[src/rtl/pfc_vec.sv]
// Program flow controller with vectored, nested, prioritised interrupts.
// Each cycle the next PC is one of four sources, in this priority order:
//   stall hold > interrupt take > iret > increment / jump.
// A small stack records {return address, channel} for each nesting level.
module pfc_vec #(
  parameter int unsigned       WIDTH      = 16,
  parameter int unsigned       NINTR      = 4,
  parameter int unsigned       DEPTH      = 4,
  parameter logic [WIDTH-1:0]  RESET_PC   = '0,
  parameter logic [WIDTH-1:0]  VEC_BASE   = WIDTH'(16'h0010),
  parameter int unsigned       VEC_STRIDE = 4
) (
  input  logic                         clk_pc,
  input  logic                         rst_n,
  input  logic                         stall,
  input  logic [WIDTH-1:0]             cond,
  input  logic [WIDTH-1:0]             alu,
  input  logic                         pfc_ctrl,
  input  logic                         iret,
  input  logic [NINTR-1:0]             intr,
  input  logic                         intr_en,
  output logic [WIDTH-1:0]             pc,
  output logic [WIDTH-1:0]             pc_inc,
  output logic [WIDTH-1:0]             intr_ra,
  output logic [NINTR-1:0]             intr_ack,
  output logic [$clog2(DEPTH+1)-1:0]   nest_level,
  output logic                         iret_err
);

  localparam int unsigned     LW      = $clog2(DEPTH + 1);
  localparam int unsigned     CW      = (NINTR > 1) ? $clog2(NINTR) : 1;
  localparam logic [LW-1:0]   DepthL  = LW'(DEPTH);
  localparam logic [LW-1:0]   OneL    = LW'(1);

  // State
  logic [WIDTH-1:0] pc_q, pc_d;
  logic [LW-1:0]    nest_q, nest_d;
  logic             err_q, err_d;
  logic [NINTR-1:0] ack_q, ack_d;
  logic [WIDTH-1:0] ra_q [DEPTH];
  logic [WIDTH-1:0] ra_d [DEPTH];
  logic [CW-1:0]    ch_q [DEPTH];
  logic [CW-1:0]    ch_d [DEPTH];

  // Decoded control
  logic [WIDTH-1:0] inc_pc;
  logic [WIDTH-1:0] np;
  logic [WIDTH-1:0] vec_pc;
  logic [CW-1:0]    req_k;
  logic             req_any;
  logic [WIDTH-1:0] top_ra;
  logic [CW-1:0]    top_ch;
  logic [CW-1:0]    below_ch;
  logic             elig_top;
  logic             elig_below;
  logic             take_new;
  logic             tail;
  logic             pop;
  logic             err_set;

  // Lowest asserted request index wins (channel 0 is highest priority)
  always_comb begin
    req_k = '0;
    for (int i = int'(NINTR) - 1; i >= 0; i--) begin
      if (intr[i]) begin
        req_k = CW'(i);
      end
    end
  end

  // Peek at the top entry and the one beneath it
  always_comb begin
    top_ra   = '0;
    top_ch   = '0;
    below_ch = '0;
    for (int i = 0; i < int'(DEPTH); i++) begin
      if (int'(nest_q) == i + 1) begin
        top_ra = ra_q[i];
        top_ch = ch_q[i];
      end
      if (int'(nest_q) == i + 2) begin
        below_ch = ch_q[i];
      end
    end
  end

  // Next-PC candidates and take/return decisions
  always_comb begin
    inc_pc  = pc_q + WIDTH'(1);
    np      = (pfc_ctrl && (cond != '0)) ? alu : inc_pc;
    vec_pc  = VEC_BASE + WIDTH'(req_k) * WIDTH'(VEC_STRIDE);
    req_any = intr_en && (intr != '0);

    // Only a strictly higher-priority channel may preempt the active one
    elig_top   = req_any && ((nest_q == '0) || (req_k < top_ch));
    // On iret the active handler is leaving, so compare with its parent
    elig_below = req_any && ((nest_q <= OneL) || (req_k < below_ch));

    // iret with a live stack is resolved entirely by tail / pop
    take_new = !stall && elig_top && (nest_q < DepthL) && !(iret && (nest_q != '0));
    tail     = !stall && iret && (nest_q != '0) && elig_below;
    pop      = !stall && iret && (nest_q != '0) && !elig_below;
    err_set  = !stall && iret && (nest_q == '0) && !take_new;
  end

  // Next-state for PC, stack, occupancy, error flag and acknowledge
  always_comb begin
    pc_d   = pc_q;
    nest_d = nest_q;
    err_d  = err_q;
    ack_d  = '0;
    ra_d   = ra_q;
    ch_d   = ch_q;

    if (stall) begin
      pc_d = pc_q;
    end else if (take_new) begin
      pc_d   = vec_pc;
      nest_d = nest_q + OneL;
      ack_d  = NINTR'(1) << req_k;
    end else if (tail) begin
      pc_d  = vec_pc;
      ack_d = NINTR'(1) << req_k;
    end else if (pop) begin
      pc_d   = top_ra;
      nest_d = nest_q - OneL;
    end else if (err_set) begin
      pc_d  = inc_pc;
      err_d = 1'b1;
    end else begin
      pc_d = np;
    end

    for (int i = 0; i < int'(DEPTH); i++) begin
      if (take_new && (int'(nest_q) == i)) begin
        ra_d[i] = np;
        ch_d[i] = req_k;
      end
      // Tail-chain reuses the slot: parent's return address, new channel
      if (tail && (int'(nest_q) == i + 1)) begin
        ra_d[i] = top_ra;
        ch_d[i] = req_k;
      end
    end
  end

  // State registers
  always_ff @(posedge clk_pc or negedge rst_n) begin
    if (!rst_n) begin
      pc_q   <= RESET_PC;
      nest_q <= '0;
      err_q  <= 1'b0;
      ack_q  <= '0;
      ra_q   <= '{default: '0};
      ch_q   <= '{default: '0};
    end else begin
      pc_q   <= pc_d;
      nest_q <= nest_d;
      err_q  <= err_d;
      ack_q  <= ack_d;
      ra_q   <= ra_d;
      ch_q   <= ch_d;
    end
  end

  // Outputs
  always_comb begin
    pc         = pc_q;
    pc_inc     = inc_pc;
    intr_ra    = top_ra;
    intr_ack   = stall ? '0 : ack_q;
    nest_level = nest_q;
    iret_err   = err_q;
  end

endmodule

[config.mk]
export PLATFORM = sky130hd
export DESIGN_NAME = pfc_vec
export DESIGN_NICKNAME = d
export VERILOG_FILES = /design/src/rtl/pfc_vec.sv
export SDC_FILE = /design/constraint.sdc
export NUM_CORES = 1
export LEC_CHECK = 0
export ABC_AREA = 1
export BUFFER_PORTS_ARGS = -buffer_cell sky130_fd_sc_hd__buf_2
export CAP_MARGIN = 5
export CORE_MARGIN = 2
export CORE_UTILIZATION = 30
export CTS_CLUSTER_DIAMETER = 100
export DETAILED_ROUTE_END_ITERATION = 8
export PLACE_DENSITY = 0.61
export SLEW_MARGIN = 10
export SYNTH_ARGS = -nofsm -noshare
export SYNTH_HDL_FRONTEND = slang
export SYNTH_SLANG_ARGS = --single-unit
[constraint.sdc]
create_clock -name clk_pc -period 2.82 [get_ports clk_pc]
set_input_delay 0.282 -clock clk_pc [delete_from_list [all_inputs] [get_ports clk_pc]]
set_output_delay 0.282 -clock clk_pc [all_outputs]
set_load 0.01 [all_outputs]
# Word-level counts from Yosys, hierarchy flattened
# Index checks and enable logic that the tools add are counted.
[classes]
add_sub_neg = 4
n_eq_ne = 6
shift = 1
n_mux = 44
bitwise_logic = 4
n_lt_le_gt_ge = 4
reduce_logical = 40
[op_table]
columns = ["operator", "n"]
rows = [
  ["$mux 16", 17],
  ["$mux 2", 20],
  ["$logic_and 1x1->1", 22],
  ["$add 16x1->16 const B", 1],
  ["$mux 4", 4],
  ["$reduce_bool 16->1", 1],
  ["$eq 3x3->1 const B", 4],
  ["$reduce_bool 2->1", 5],
  ["$mux 3", 3],
  ["$add 5x4->6 const A", 1],
  ["$logic_not 3->1", 2],
  ["$reduce_and 5->1", 1],
  ["$logic_not 1->1", 4],
  ["$lt 2x2->1", 2],
  ["$not 1->1", 4],
  ["$reduce_bool 4->1", 1],
  ["$shl 1x2->4 const A", 1],
  ["$add 3x1->3 const B", 1],
  ["$eq 3x2->1 const B", 1],
  ["$le 3x1->1 const B", 1],
  ["$lt 3x3->1 const B", 1],
  ["$reduce_and 3->1", 1],
  ["$reduce_bool 3->1", 1],
  ["$sub 3x1->3 const B", 1],
  ["other kinds (2)", 3],
]
[totals]
register_bits = 96

# Depth between registers and ports, before layout
# Gate-level depths: netlist of run 1.
[depth]
word_depth = 17
depth_mapped = 20
mapped_depth_nobuf = 16

# Least setup slack after synthesis of run 1
# No wires, ideal clock.
[synth_timing]
path_kind = "flip-flop to flip-flop"
start = "reg nest_q[0], in the netlist nest_level[0]"
end = "reg ra_q[41] (netlist bit)"
n_path_buf = 4
setup_time_ns = 0.124
arrival_time_ns = 2.707
period_less_slack_ns = 2.832
slack_ns = -0.012
path_stages_with_launch = 20
path_cell_list = "dfrtp_1 > inv_1 > ha_1 > nand2_2 > buf_2 > inv_1 > buf_4 > buf_4 > o211ai_1 > o21ai_0 > ha_1 > nand2_1 > nand2_2 > nand2_4 > nand3_2 > nand2_2 > inv_4 > buf_6 > nand2_1 > nand3_1"
[synth_between]
elab_chain_cells = 13
[synth_rtl]
columns = ["element", "line", "rtl"]
rows = [
  ["start: declaration", "37", "logic [LW-1:0] nest_q, nest_d;"],
  ["start signal: assignment", "158", "nest_q <= nest_d;"],
  ["$eq 3x2->1", "77, 135", ""],
  ["$mux 2 (4 in series)", "77", "if (int'(nest_q) == i + 1) begin"],
  ["$lt 2x2->1", "95", "elig_top = req_any && ((nest_q == '0) || (req_k < top_ch));"],
  ["$logic_or 1x1->1", "95", ""],
  ["$logic_and 1x1->1", "95", ""],
  ["$logic_and 1x1->1 (3 in series)", "100", "take_new = !stall && elig_top && (nest_q < DepthL) && !(iret && (nest_q != '0));"],
  ["$logic_and 1x1->1", "135", "if (take_new && (int'(nest_q) == i)) begin"],
  ["$reduce_bool 2->1 (no source line)", "n/a", ""],
  ["end signal: assignment", "161", "ra_q <= ra_d;"],
  ["end: declaration", "40", "logic [WIDTH-1:0] ra_q [DEPTH];"],
]
# Several ways; a longest one is shown, not always the timed one.
# A chain may end at the register's enable or synchronous reset.

# Worst setup path in the final report of run 1
[layout_timing]
start = "reg nest_q[1], in the netlist nest_level[1]"
end = "out intr_ra[11]"
[layout_between]
elab_chain_cells = 5
[layout_rtl]
columns = ["element", "line", "rtl"]
rows = [
  ["$eq 3x2->1", "77", ""],
  ["$mux 16 (3 in series)", "77", ""],
  ["$mux 16 (*)", "77", ""],
  ["end: declaration", "24", "output logic [WIDTH-1:0] intr_ra,"],
]
# Every way passes the cells marked *; elsewhere a longest branch is shown, timed or not.

==> results of run 1 <==
[kinds of logic (layout without fill, tap and decap cells)]
kind of cell	Yosys count	in the layout	share of synthesized area [%]
xor+xnor	11	11	1.568
buf+inv	106	218	8.082
flops	96	96	39.09
simple gates	605	605	41.10
compound gates	85	85	8.327
fa+ha+maj	9	9	1.832
[registers in the layout, indices dropped and copies added, names as in the netlist]
| name | flops |
|---|---|
| ra_q | 64 |
| ack_q | 4 |
| nest_level | 3 |
| pc | 16 |
| ch_q | 8 |
| iret_err | 1 |
[path summary, 6_finish.rpt]
| path | end | slack (ps) |
|---|---|---|
| max | intr_ra[11] | 140 |
| min | ack_q[1] | 250 |
| max reg2reg | ra_q[18] | 200 |
| min reg2reg | iret_err | 480 |
| max in group asynchronous | pc[7] | 1620 |
| min in group asynchronous | nest_level[2] | 490 |
[synthesized netlist by cell type]
library cell  instances
or2_2                 7
nand2_2              11
nand2_1             429
o21ai_2               2
buf_4                13
nor2_2                1
nand4_1               7
a21oi_1              26
inv_1                59
buf_6                 4
nand3_1              85
xor2_1                9
o21bai_1              2
a21boi_0              1
a31o_2                1
nand3b_1              2
a221oi_1              1
inv_4                 3
nand2_4               3
buf_2                 7
o211ai_1              3
nand3_4               1
o21ai_0              30
nor3_1                4
o21ai_1              14
o21ai_4               5
nand3_2               2
clkbuf_1              5
buf_1                 1
nor2_1               50
dfrtp_1              96
clkbuf_4              1
nor2_4                3
inv_2                13
ha_1                  9
xnor2_1               2
[tightest hold or removal path, stage by stage]
cell and delay [ps]:
buf_2 100, nor2_1 40, inv_1 80, nor2_1 60
[per-layer routing]
layer	GRT usage (%)	wire length, um	share of wire (%)
met1	26.04	9149	46
met2	29.25	9033	46
met3	2.360	1273	6.4
met4	6.058	323	1.6
met5	0	0	0
[metrics by stage]
stage	instance area, um2	setup WS [ps]	util [%]	hold slack [ps]
6_report	7413	143.7	36.76	249.6
4_1_cts	7327	22.24	36.33	249.0
2_1_floorplan	6147	28.94	-	-13.59
3_5_place_dp	6998	152.1	34.70	347.0
5_1_grt	7413	-34.82	36.76	274.5
3_3_place_gp	6998	179.9	34.70	342.6
[where the power goes]
group          leakage (nW)  switching, mW  total (mW)  internal, mW
logic                  2.49           2.17        3.30          1.14
clock network         0.154          0.564        1.31         0.745
registers              1.25          0.406        2.30          1.90
[area by class of cell]
cell class	count	area (um2)	area share, %
multi-input combinational	710	3298	44.49
sequential	96	2404	32.42
timing repair buffer	127	757.0	10.21
tap	270	337.8	4.557
inverter	75	301.5	4.068
clock buffer	11	252.7	3.409
clock inverter	5	62.56	0.8439
[repair_timing]
action                     4_1_cts  5_1_grt
hold endpoints to repair        45        0
resized for setup                2       22
setup endpoints to repair        2       89
setup buffers                    0        3
pin swaps                        0        2
hold buffers                     1        0
==> results.toml, run 1 <==
[finish]
final_cells = 1294
layout_commonest_cell = "nand2_1"
n_fill_cell = 2219
drive_gt1_share_pct = 19.92
n_antenna_cell = 0
most-common-layout-cells = "nand2_1 (427), buf_2 (96), dfrtp_1 (95)"
nets = 1070
areaGrowthSynthToFinish_pct = 20.62

[die]
io_pins = 98
rows = 52
fp.dieW_um = 147.1
dieArea_mm2 = 0.02165
die_y_um = 147.1
start_util_pct = 30.47
core_mm2 = 0.02017

[synthesis]
synth_seq_cells = 96
yosysSeqAreaShare_pct = 39.09
synthTopCellsByArea = "dfrtp_1 (39%), nand2_1 (26%), nand3_1 (6.9%)"
synth_cells = 912
synth_cell_types = 36
synth.cell_area_mm2 = 0.006146
syn_nets = 963
avgSynthCellArea_um2 = 6.739
synth_top_cell_area_share_pct = 39.09
ys_warn_count = 0
synth_area_leader_cell = "dfrtp_1"

[setup_path]
arrival_ps = 2390
cp-end-kind = "primary output"
crit_required_ps = 2540
path_buf_inv = 3
slowest_delay_ps = 430
r2r-start = "nest_level[0]"
worstSetupStartpoint = "nest_level[1]"
r2r_cells = 16
cp_max_fo = 16
worstSetupPathType = "reg2out"
crit_cells = 10
cpLargestDelayFamily = "buffers and inverters"
cp_cell_sequence = "inv_2 > ha_1 > nand2_1 > nor2_4 > buf_4 > nand2_1 > a21oi_1 > a21oi_1 > o21ai_1 > buf_2"
crit_slowest_cell = "dfrtp_1"
startpoint_type = "flop"

[sta]
max_freq_ghz = 0.3737
tightestPinTransition_ps = 643.8
fin_crit_ps = 2676
rsz0062_at_grt = "true"
final-setup-viol-count = 0
final-max-slew-violation-count = 0
min_period_over_period_pct = 94.90
fin_worst_skew_ps = 6.979
hold_viol = 0
slew_headroom_pct = 57.08
setup_tns_ps = 0

[clock_network]
numCtsBuffers = 9
cts_tree = "yes"
cts_htree_levels = 3
cts_sinks = 96
clk_latency_ps = 350
cts_buffer_depth = 2
cts_root_buf = "clkbuf_16"
clk_pin_slew_worst_paths_ps = 70

[placement]
io_buffers = 97
globalplace.congestion = 0.8452
hpwlAfterDp_um = 14110
dpl.cell_count = 1274

[routing]
routedWlPerCell_um = 15.29
ant_nets = 0
viasPerCell = 4.798
drt_first_iter_violations = 439
drc = 0
detailroute.via_count = 6208
routed_wl_um = 19780
drtPass1Iterations = 5

[job]
drv_cap = 0

[power_and_ir_drop]
total_power_mw = 6.913
power_leakage_nw = 3.893
ir_drop_mv = 0.4245
power_density_mw_per_mm2 = 932.5

[global_routing]
grt_pass1_vias = 5838
antenna_found_initial = 0
grt_max_degree = 52
grt.overflow.total = 0
grtUsageTotal_pct = 18.42
grt_pass1_wl_um = 31360

[min_path]
hp-start = "intr[0]"
hp-class = "in2reg"
hold_depth = 4

[outcome]
status = "finished clean"
No activity file was read; power rests on OpenSTA's default activity.
==> run 2: changes to the inputs <==
- BUFFER_PORTS_ARGS: -buffer_cell sky130_fd_sc_hd__buf_2 -> -buffer_cell sky130_fd_sc_hd__buf_4
==> run 2 against run 1 <==
  * First-iteration DRC count rose by 0.46%
  * Global-route usage rose by 0.40 points
  * Critical path depth rose by 2
  * Wire length rose by 1.7%
  * Worst hold slack got worse by 39 ps
  * Utilization rose by 0.79 points
  * Sequential power barely moved
  * Final area rose by 2.2%
  * Die area did not move
  * Cell count fell by 0.23%
  * Clock-buffer cell count fell by 1
  * Clock skew rose by 3.7 ps
  * Critical path type unchanged
  * Critical endpoint is now intr_ra[14]
  * Highest routed layer unchanged
==> results.toml, run 2 (synthesized netlist as in run 1, its figures left out) <==
[global_routing]
antenna_found_initial = 0
grtUsageTotal_pct = 18.81
grt_pass1_vias = 5966
grt_pass1_wl_um = 32010
grt.overflow.total = 0
grt_max_degree = 48

[finish]
most-common-layout-cells = "nand2_1 (428), buf_4 (119), dfrtp_1 (94)"
areaGrowthSynthToFinish_pct = 23.23
fin_area_mm2 = 0.007574
largest_reg_flops = 64
layout_commonest_cell = "nand2_1"
drive_gt1_share_pct = 19.59
top_register = "ra_q"
nets = 1067
n_antenna_cell = 0
utilization_pct = 37.55

[routing]
drtPass1Iterations = 5
viasPerCell = 4.836
drc = 0
drt_first_iter_violations = 441
ant_nets = 0
detailroute.via_count = 6243
routed_wl_um = 20110
routedWlPerCell_um = 15.58

[sta]
hold_viol = 0
max_freq_ghz = 0.3800
slew_headroom_pct = 52.96
tightestPinTransition_ps = 698.2
final-setup-viol-count = 0
fin_worst_skew_ps = 10.63
final-max-slew-violation-count = 0
fin_crit_ps = 2632
min_period_over_period_pct = 93.33

[power_and_ir_drop]
ir_drop_mv = 0.3877
power_density_mw_per_mm2 = 927.0
power_leakage_nw = 3.898

[die]
fp.dieW_um = 147.1
die_y_um = 147.1
core_mm2 = 0.02017
dieArea_mm2 = 0.02165
rows = 52
start_util_pct = 30.47
io_pins = 98

[setup_path]
startpoint_type = "flop"
crit_path_end = "intr_ra[14]"
cp_max_fo = 16
worstSetupStartpoint = "nest_level[1]"
ff2ff_setup_slack_ps = 220
r2r-start = "nest_level[1]"
worstSetupPathType = "reg2out"
crit_required_ps = 2540
r2r_cells = 15
cp-end-kind = "primary output"
rr_endpoint = "ra_q[13]"
arrival_ps = 2350

[clock_network]
cts_sinks = 96
clk_pin_slew_worst_paths_ps = 70
numCtsBuffers = 9
cts_root_buf = "clkbuf_16"
cts_tree = "yes"
clk_latency_ps = 360
cts_buffer_depth = 2
cts_htree_levels = 3

[placement]
placed_area_mm2 = 0.007196
globalplace.congestion = 0.8468
hpwlAfterDp_um = 14350
io_buffers = 97

[outcome]
status = "finished clean"

[min_path]
hp-class = "in2reg"

[job]
drv_cap = 0
-- run 2: cell types whose count changed in the layout (fill, tap and decap cells not counted), moves of 3 or more --
cell and delta:
clkinv_4 +3, o21ai_2 -4, buf_4 +93, o21ai_1 +3
nand2_4 -3, buf_2 -96, inv_2 +3
-- run 2: metrics by stage --
| stage | total power, mW | instances | setup TNS, ps | hold WS (ps) | setup slack (ps) |
|---|---|---|---|---|---|
| 3_3_place_gp | 5.692 | 1270 | 0 | 213.2 | 164.5 |
| 3_5_place_dp | 5.726 | 1270 | 0 | 217.6 | 109.4 |
| 2_1_floorplan | 4.335 | 912 | 0 | -13.59 | 28.94 |
| 5_1_grt | 7.539 | 1291 | -19.60 | 228.3 | -13.57 |
| 4_1_cts | 6.979 | 1287 | 0 | 203.4 | 31.04 |
| 6_report | 7.020 | 1291 | 0 | 210.1 | 188.2 |
-- run 2: metal layers --
layer	up-vias	global-route usage [%]	part of all wire [%]
met4	0	5.337	1.4
met5	-	0	0
met3	22	3.075	6.3
li1	3080	-	-
met2	215	30.44	46
met1	2926	26.06	46
-- run 2: timing repair --
action,CTS,global route
gates resized for setup,2,19
hold buffers,1,0
buffers inserted,0,4
setup endpoints to repair,2,100
endpoints found under the hold margin,22,0
pin swaps,0,2
-- run 2: area by class of cell --
cell class,count,area (um2)
clock buffers,10,239.0
clock inverters,6,51.30
fillers,2198,12600
inverters,75,297.8
multi-input cells,710,3277
flip-flops and latches,96,2405
well taps,270,337.8
repair buffers,124,965.9
-- run 2: critical path: stages (launching register included) --
cell     delay [ps]
dfrtp_2         450
inv_2           110
ha_1            200
nand2_1         120
nor2_4          120
buf_6           210
nand2_1          70
nand2_1          60
nand2_1          50
nand3_1          60
o21ai_1         170
inv_1           200
buf_4           150
-- run 2: worst min-delay path by stage --
stage | from | to | slack [ps] | depth (start not counted)
after floorplan | rst_n | ack_q[0] | -10 | 0
after global placement | rst_n | ack_q[2] | 210 | 1
after detailed placement | rst_n | ack_q[2] | 220 | 1
after CTS | intr[0] | ack_q[1] | 200 | 4
after global routing | intr[0] | ack_q[1] | 230 | 4
final | intr[0] | ack_q[1] | 210 | 4
-- run 2: report_power, final --
group / switching, mW / internal [mW] / total [mW]
logic: 2.16 / 1.31 / 3.48
registers: 0.418 / 1.90 / 2.31
clock network: 0.592 / 0.636 / 1.23
total: 3.17 / 3.85 / 7.02
==> run 3: changes to the inputs <==
- CELL_PAD_IN_SITES_DETAIL_PLACEMENT: unset -> 1
- CELL_PAD_IN_SITES_GLOBAL_PLACEMENT: unset -> 1
- PLACE_DENSITY: 0.61 -> 0.77
- SETUP_SLACK_MARGIN: unset -> 0.3
==> run 3 against run 2 <==
  * The flow now finishes with violations (hold timing)
  * Non-clock buffer count rose by 30
  * Global-route usage rose by 3.4 points
  * Fmax rose by 2.3%
  * Sequential share of layout area fell by 2.0 points
  * Wire length rose by 18%
  * Highest routed layer unchanged
==> results.toml, run 3 (synthesized netlist as in run 1, its figures left out) <==
[setup_path]
r2r-start = "nest_level[1]"
startpoint_type = "flop"
worstSetupPathType = "reg2out"
arrival_ps = 2290
r2r_cells = 16
crit_required_ps = 2540
crit_slowest_cell = "dfrtp_2"
ff2ff_setup_slack_ps = 260
slowest_delay_ps = 460
cp_common_cell = "buf_4"
cp-end-kind = "primary output"
rr_endpoint = "ra_q[21]"
cp_max_fo = 9
cp_cell_sequence = "inv_4 > ha_4 > inv_2 > nor2_4 > buf_12 > nand2_1 > a21oi_2 > a21oi_1 > o21ai_2 > buf_4 > buf_4"

[placement]
dpl.cell_count = 1272
globalplace.congestion = 0.8303
hpwlAfterDp_um = 16170
io_buffers = 97

[finish]
n_antenna_cell = 0
top_register = "ra_q"
n_fill_cell = 2574
drive_gt1_share_pct = 24.29
multi_input_area_mm2 = 0.003438
layout_commonest_cell = "nand2_1"
seqCellArea_mm2 = 0.002406
areaGrowthSynthToFinish_pct = 31.37
most-common-layout-cells = "nand2_1 (424), buf_4 (140), dfrtp_1 (93)"
final_cells = 1320
nets = 1097
largest_reg_flops = 64

[sta]
setup_tns_ps = 0
fin_worst_skew_ps = 10.95
min_period_over_period_pct = 91.21
slew_headroom_pct = 51.10
hold_viol = 24
fin_crit_ps = 2572
final-max-slew-violation-count = 0
final-setup-viol-count = 0
max_freq_ghz = 0.3888
rsz0062_at_grt = "true"
tightestPinTransition_ps = 733.4
whs_ps = -47.47

[die]
die_y_um = 147.1
io_pins = 98
fp.dieW_um = 147.1
dieArea_mm2 = 0.02165
rows = 52
start_util_pct = 30.47
core_mm2 = 0.02017

[global_routing]
grt.overflow.total = 0
grt_pass1_wl_um = 38210
antenna_found_initial = 0
grt_max_degree = 52
grt_pass1_vias = 6745
grtUsageTotal_pct = 22.26

[clock_network]
clk_pin_slew_worst_paths_ps = 70
cts_root_buf = "clkbuf_16"
clk_latency_ps = 370
cts_tree = "yes"
cts_sinks = 96
numCtsBuffers = 9
cts_htree_levels = 3
cts_buffer_depth = 2

[power_and_ir_drop]
intPower_mw = 4.251
p_sw_mw = 3.576
switching_share_pct = 45.69
ir_drop_mv = 0.3445
power_density_mw_per_mm2 = 969.5
power_leakage_nw = 4.125
pwr-share-seq_pct = 29.8
clkPwrFrac_pct = 15.6
pwr-share-comb_pct = 54.5

[outcome]
status = "complete, but fails checks"
violations = "hold timing"

[min_path]
hp-class = "in2async"

[routing]
routed_wl_um = 23740
drc = 0
ant_nets = 0
routedWlPerCell_um = 17.98
detailroute.via_count = 6562
drt_first_iter_violations = 309
viasPerCell = 4.971
drtPass1Iterations = 4

[job]
drv_cap = 0
==> run 3: metrics by stage <==
step                      utilization, %  total power, mW  instance area (um2)  setup slack [ps]  hold WS [ps]
after floorplan                        -            4.451                 6236             287.5        -13.59
after global placement             36.04            5.816                 7268             271.9         389.0
after detailed placement           36.04            5.916                 7268             209.8         391.4
after CTS                          39.21            7.624                 7908             266.8         7.732
after global routing               40.03            8.353                 8074             95.78         7.952
final                              40.03            7.828                 8074             247.8        -47.47
==> run 3: layout make-up <==
| type | instances | area share, % |
|---|---|---|
| inverter | 75 | 3.983 |
| timing repair buffer | 154 | 15.96 |
| clock buffer | 10 | 2.960 |
| clock inverter | 5 | 0.5269 |
| sequential | 96 | 29.80 |
| tap | 270 | 4.184 |
| multi-input combinational | 710 | 42.58 |
==> run 3: critical path: cells and delay by family (launching register included) <==
family | cells | cell delay [ps]
buf+inv | 5 | 610
flops | 1 | 460
compound gates | 3 | 430
simple gates | 2 | 240
fa+ha+maj | 1 | 170
==> run 3: how the worst max path moves through the flow <==
stage | start | to | slack, ps | cells after the start
floorplan | nest_level[1] | ra_q[41] | 290 | 18
global placement | nest_level[0] | ra_q[22] | 270 | 16
detailed placement | nest_level[0] | ra_q[40] | 210 | 15
CTS | nest_level[2] | intr_ra[9] | 270 | 8
global route | nest_level[1] | ra_q[41] | 100 | 16
finish | nest_level[0] | intr_ra[9] | 250 | 11
==> run 3: repair_timing <==
action                                  CTS  global route
cloned                                    2             0
pin swaps                                13             6
resized for setup                        33            31
hold buffers                              0             0
setup buffers                            23             8
endpoints found under the setup margin   91           111
==> run 3: layer usage <==
layer	track usage (%)	routed length [um]	vias up
li1	-	-	3136
met1	30.41	11070	3241
met2	36.99	11370	160
met3	2.609	828	25
met4	6.971	467	0
met5	0	0	-
==> run 3: power groups by stage <==
stage          clock network, mW  logic, mW  registers (mW)
2_1_floorplan                  0       2.16            2.29
3_3_place_gp                   0       3.49            2.33
3_5_place_dp                   0       3.57            2.35
4_1_cts                     1.23       4.06            2.34
5_1_grt                     1.28       4.66            2.41
6_report                    1.22       4.27            2.34
